===== config.mk =====
export PLATFORM = sky130hd
export DESIGN_NAME = handshake_rx
export DESIGN_NICKNAME = d
export VERILOG_FILES = /design/src/rtl/handshake_rx_pkg.sv /design/src/rtl/handshake_rx_sync_line.sv /design/src/rtl/handshake_rx.sv
export SDC_FILE = /design/constraint.sdc
export NUM_CORES = 1
export LEC_CHECK = 0
export ABC_AREA = 0
export BUFFER_PORTS_ARGS = -buffer_cell sky130_fd_sc_hd__buf_4
export CAP_MARGIN = 15
export CORE_MARGIN = 1
export CORE_UTILIZATION = 34
export CTS_CLUSTER_DIAMETER = 50
export DETAILED_ROUTE_END_ITERATION = 7
export PLACE_DENSITY_LB_ADDON = 0.15
export REMOVE_ABC_BUFFERS = 1
export SLEW_MARGIN = 20
export SYNTH_ARGS = -nofsm -noshare
export SYNTH_HDL_FRONTEND = slang
export SYNTH_SLANG_ARGS = --single-unit

===== constraint.sdc =====
create_clock -name CLK -period 1.6 [get_ports CLK]
set_input_delay 0.32 -clock CLK [delete_from_list [all_inputs] [get_ports CLK]]
set_output_delay 0.32 -clock CLK [all_outputs]
set_load 0.005 [all_outputs]

===== src/rtl/handshake_rx_pkg.sv =====
// handshake_rx_pkg
//   Shared definitions for the handshake_rx block: the 2-bit FSM state
//   encodings and the state enum built on top of them.
package handshake_rx_pkg;

  localparam logic [1:0] ST_IDLE = 2'd0;
  localparam logic [1:0] ST_HOLD = 2'd1;
  localparam logic [1:0] ST_ACK  = 2'd2;

  typedef enum logic [1:0] {
    IDLE = ST_IDLE,
    HOLD = ST_HOLD,
    ACK  = ST_ACK
  } state_t;

endpackage


===== src/rtl/handshake_rx_sync_line.sv =====
// handshake_rx_sync_line (the SyncLine synchronizer)
//   Plain STAGES-deep flop chain for bringing asynchronous signals into
//   the CLK domain. The flops are deliberately not reset.
//   Ports:
//     CLK  in           destination clock
//     D    in  [WIDTH]  asynchronous input
//     Q    out [WIDTH]  synchronized output (STAGES edges of latency)
module handshake_rx_sync_line #(
  parameter int WIDTH  = 1,
  parameter int STAGES = 2
) (
  input  logic             CLK,
  input  logic [WIDTH-1:0] D,
  output logic [WIDTH-1:0] Q
);

  logic [WIDTH-1:0] stage_reg [STAGES];

  always_ff @(posedge CLK) begin
    stage_reg[0] <= D;
    for (int i = 1; i < STAGES; i++) begin
      stage_reg[i] <= stage_reg[i-1];
    end
  end

  assign Q = stage_reg[STAGES-1];

endmodule


===== src/rtl/handshake_rx.sv =====
// handshake_rx
//   Receive side of a 4-phase request/acknowledge crossing. REQ_IN is
//   synchronized, the payload is captured into OUT_DATA and presented with
//   a valid/ready interface; ACK_OUT is raised once downstream accepts and
//   released when the synchronized request drops.
//   Ports:
//     CLK        in            destination clock, rising edge
//     RESETn     in            asynchronous active-low reset
//     REQ_IN     in            4-phase request (asynchronous)
//     DATA_IN    in  [WIDTH]   payload, stable while REQ_IN is high
//     ACK_OUT    out           4-phase acknowledge (flop output)
//     OUT_VALID  out           OUT_DATA holds an unaccepted payload
//     OUT_DATA   out [WIDTH]   captured payload
//     OUT_READY  in            downstream accepts when OUT_VALID is high
//     BUSY       out           FSM is not in IDLE
module handshake_rx
  import handshake_rx_pkg::*;
#(
  parameter int WIDTH  = 32,
  parameter int STAGES = 2
) (
  input  logic             CLK,
  input  logic             RESETn,
  input  logic             REQ_IN,
  input  logic [WIDTH-1:0] DATA_IN,
  output logic             ACK_OUT,
  output logic             OUT_VALID,
  output logic [WIDTH-1:0] OUT_DATA,
  input  logic             OUT_READY,
  output logic             BUSY
);

  state_t           state_reg;
  logic             ack_reg;
  logic             valid_reg;
  logic [WIDTH-1:0] data_reg;
  logic             req_s;

  // The synchronizer is the only consumer of REQ_IN.
  handshake_rx_sync_line #(
    .WIDTH  (1),
    .STAGES (STAGES)
  ) u_req_sync (
    .CLK (CLK),
    .D   (REQ_IN),
    .Q   (req_s)
  );

  always_ff @(posedge CLK or negedge RESETn) begin
    if (!RESETn) begin
      state_reg <= IDLE;
      ack_reg   <= 1'b0;
      valid_reg <= 1'b0;
      data_reg  <= '0;
    end else begin
      case (state_reg)
        IDLE: begin
          if (req_s) begin
            data_reg  <= DATA_IN;
            valid_reg <= 1'b1;
            state_reg <= HOLD;
          end
        end
        HOLD: begin
          // An early-dropped request is ignored here: the acknowledge is
          // still raised for at least one cycle once downstream accepts.
          if (OUT_READY) begin
            valid_reg <= 1'b0;
            ack_reg   <= 1'b1;
            state_reg <= ACK;
          end
        end
        ACK: begin
          if (!req_s) begin
            ack_reg   <= 1'b0;
            state_reg <= IDLE;
          end
        end
        default: begin
          ack_reg   <= 1'b0;
          valid_reg <= 1'b0;
          state_reg <= IDLE;
        end
      endcase
    end
  end

  assign ACK_OUT   = ack_reg;
  assign OUT_VALID = valid_reg;
  assign OUT_DATA  = data_reg;
  // Decoded from the state flop only; no input reaches this output.
  assign BUSY      = (state_reg != IDLE);

endmodule


### Word level (Yosys, flattened, before mapping)

Memory sizes are Yosys's and may differ from the RTL's.
Cells that the tools add are included.

* register bits after elaboration: 36
* RAM bits: 2
* bits of input ports: 36
* output and inout bits: 35
* word-level logic and storage cells: 28
* memories kept: 1

Memories
* u_req_sync.stage_reg: depth 2, width 1, read ports 2, clocked after Yosys merged registers in 0, wr ports 2, line handshake_rx_sync_line.sv:17 `logic [WIDTH-1:0] stage_reg [STAGES];`

* equality and inequality tests: 5
* mux-type cells: 10
* bitwise gates (word level): 2
* reductions and logical operators: 6

Operator list (number)
* 3-bit AND reduction: 3
* 2-bit 2-to-1 mux: 3
* 2-bit inequality test (second input constant): 3
* 1-bit case mux with 3 select lines: 2
* 2-bit case mux with 3 select lines: 1
* 1-bit 2-to-1 mux: 4
* 2-bit by 1-bit == test with 1-bit output (second input constant): 1
* 2-bit == test (second input constant): 1
* 2-bit logical NOT: 1
* 1-bit NOT: 2
* 2-bit AND reduction: 1
* 2-bit nonzero test: 1

### Logic depth before layout (Yosys ltp)

* word-level depth: 3
* gate-level depth with buffers: 5
* depth with buffers taken out: 3

### By module

A second synthesis with hierarchy kept.

* cell total of the unflattened synthesis: 89
* area total of the unflattened synthesis: 1567.8 um2

By module, submodules not included
* handshake_rx: times used 1, cells each 87, area each 1527.7 um2, sequential area each 900.9 um2
* handshake_rx_sync_line: times used 1, cells each 2, area each 40.0 um2, sequential area each 40.0 um2

### Least setup slack after synthesis

Ideal clock, no wire load.

* path type: register to register
* start: register state_reg[0]
* end: register data_reg[0], in the netlist OUT_DATA[0]
* library setup time: 0.125 ns
* arrival: 1.277 ns
* required time: 1.475 ns
* setup slack: 0.197 ns
* stages on the path, launching flop included: 6
* buffers on the path: 2
* period minus slack after synthesis: 1.403 ns
* cells stage by stage: dfrtp_1 -> nor2b_2 -> nor2b_4 -> buf_6 -> buf_12 -> mux2_4

* word-level cells in the longest chain between the ends: 2

RTL lines
* start: declaration: line handshake_rx.sv:33 `state_t state_reg;`
* start signal: assignment: line handshake_rx.sv:51 `state_reg <= IDLE;`
* start signal: assignment: line handshake_rx.sv:61 `state_reg <= HOLD;`
* start signal: assignment: line handshake_rx.sv:70 `state_reg <= ACK;`
* 2-bit logical NOT: line handshake_rx.sv:56 `case (state_reg)`
* 2-bit AND reduction (no source line)
* end signal: assignment: line handshake_rx.sv:54 `data_reg <= '0;`
* end signal: assignment: line handshake_rx.sv:59 `data_reg <= DATA_IN;`
* end: declaration: line handshake_rx.sv:36 `logic [WIDTH-1:0] data_reg;`

Every way passes these cells.
A chain may end at the register's enable or synchronous reset.

### Worst setup path in the final report

* start: register state_reg[1]
* end: output port BUSY

* word-level cells in the longest chain between the ends: 1

RTL lines
* 2-bit nonzero test: line handshake_rx.sv:92 `assign BUSY = (state_reg != IDLE);`
* end: declaration: line handshake_rx.sv:30 `output logic BUSY`

Every way passes these cells.

==> flow_summary.toml <==
[floorplanning]
core_um2 = 4380
die_height_um = 69.9
initial_core_util = 0.358
dieArea_um2 = 4890
std_cell_rows = 24
io-pin-count = 71
fp.dieW_um = 69.9

[global_routing]
antenna_found_initial = 0
grt_pass1_vias = 1047
grtUsageTotal = 0.136
grt_max_degree = 37
grt-ovfl-total = 0
grt_first_pass_wirelength_mm = 5.13

[clock_network]
clk_pin_slew_worst_paths_ns = 0.07
clk_path_buf_depth = 2
root_buffer = "clkbuf_8"
cts_buffers = 5
h-tree-depth = 2
insertion_delay_ns = 0.28
cts.sinks = 38
cts_tree = "done"

[timing]
slew_headroom = 0.699
worst_clock_skew_ns = 0.00404
min_period_ns = 1.53
setup_ws_ns = 0.0663
drv_slew = 0
rsz0062_at_grt = "no"
post-route-period-util = 0.959
worst_pin_slew_ns = 0.452
hold_violations = 0
clock.fmax_mhz = 652
final-setup-viol-count = 0

[logic_synthesis]
yosysMostFrequentCell = "dfrtp_1"
avgSynthCellArea_um2 = 17.6
synthTopCellsByArea = "dfrtp_1, mux2_4, buf_12"
netlist_top_cells_count = "dfrtp_1, mux2_4, buf_12, nand2_1, o21ai_0"
synth_cell_types = 15
synth_edf_count = 0
ys.warnings.count = 0
synth_seq_cells = 38
synth_largest_area_cell = "dfrtp_1"
yosys_most_used_dff = "dfrtp_1"
synth_area_um2 = 1570
async_reset_ff_frac = 0.947
ys_seq_area_frac = 0.600
synth_top_area_frac = 0.575
synthCells = 89

[critical_path]
crit_slowest_cell = "dfrtp_1"
required_ns = 1.28
start_kind = "flip-flop"
crit_chain = "or2_2, buf_4"
endpoint_kind = "output port"
reg2reg_depth = 4
cp_max_fo = 7
crit_arrival_ns = 1.21
max_stage_delay_ns = 0.47
crit_type = "reg2out"

[layout]
diodes = 0
stdcell_area_um2 = 2240
final_util = 0.510
layout.nets = 203
fill_cells = 403
largest_register_ffs = 32
drive_above_1_share = 0.679
final_cells = 220
synthToLayoutAreaGrowth_pct = 42.6

[job]
cap_violations = 0

[pwr]
vdd_drop_max_mv = 0.770
static-leakage-power_nw = 1.12
power_density_nw_per_um2 = 1940
total_power_w = 0.00433

[outcome]
status = "completed"

[routing]
routed_wl_mm = 3.02
drt_iter0_markers = 32
dr.pass1.iters = 2
ant_nets = 0
via_count = 982
wl_per_cell_um = 13.7
vias_per_cell = 4.46
post-route-drc-count = 0

[placement]
place_ws_ns = 0.133
placed_area_um2 = 2130
dpl.cell_count = 210
gp_congestion = 0.767
hpwl_mm = 2.15
portBuffers = 70

[min_path]
hold_path_class = "in2reg"
holdPathStages = 1
cell families (layout without fill, tap and decap cells):
logic type	after synthesis	in the layout	synth area share
AOI/OAI and AO/OA	6	6	0.0200
buffers and inverters	6	85	0.0503
DFF	38	38	0.600
muxes	32	32	0.302
and+or+nand+nor	7	7	0.0279
repair_timing:
| item | in CTS | in global routing |
|---|---|---|
| endpoints found under the setup margin | 0 | 1 |
| resized for setup | 0 | 1 |
| buffers inserted | 0 | 1 |
| hold endpoints to repair | 19 | 0 |
| hold buffers | 1 | 0 |
cell type report:
type	instances	area, um^2	area share
inverter	2	7.51	0.00336
sequential	38	941	0.421
clock buffer	8	80.1	0.0358
tap	52	65.1	0.0291
timing repair buffer	75	594	0.266
multi-input combinational	45	548	0.245
power breakdown:
part           switching [W]  internal (W)
clock               0.000304      0.000309
sequential          0.000310       0.00143
combinational       0.000570       0.00140
worst paths after layout:
check	startpoint	endpoint	slack (ns)
worst max-delay path	state_reg[1]	BUSY	0.07
worst min-delay path	REQ_IN	u_req_sync.stage_reg[0][0]	0.14
worst max register to register	state_reg[0]	OUT_DATA[19]	0.11
worst min register to register	u_req_sync.stage_reg[0][0]	u_req_sync.stage_reg[0][1]	0.33
max in group asynchronous	RESETn	OUT_DATA[16]	0.75
min in group asynchronous	RESETn	OUT_DATA[31]	0.53
routing by layer:
metal	GRT usage	wire length (um)	vias up
met4	0.0578	63	0
met3	0.0548	277	7
met2	0.206	1420	50
met5	0	0	-
li1	-	-	455
met1	0.173	1260	470
stage by stage:
stage	TNS, ns	hold slack (ns)
final	0	0.137
after global routing	0	0.124
after CTS	0	0.126
after detailed placement	0	0.311
after global placement	0	0.295
after floorplan	-8.82	0.0244
worst max-delay path, delay by kind of cell (launching register included):
family / cells / cell delay [ns]
flops: 1 / 0.47
simple gates: 1 / 0.33
buf+inv: 1 / 0.14
placed cells by master, fill, tap and decap left out, drive strengths merged:
| master | Yosys | routed |
|---|---|---|
| buf | 4 | 74 |
| o22ai | 1 | 1 |
| nor2 | 1 | 1 |
| nor2b | 2 | 2 |
| inv | 2 | 2 |
| dfxtp | 2 | 2 |
| mux2 | 32 | 32 |
| o21ai | 3 | 3 |
| nand2 | 3 | 3 |
| a21oi | 2 | 2 |
| dlygate4sd3 | 0 | 1 |
| dfrtp | 36 | 36 |
| clkbuf | 0 | 8 |
| or2 | 1 | 1 |
Note: power is estimated with default switching activity, not from simulation.
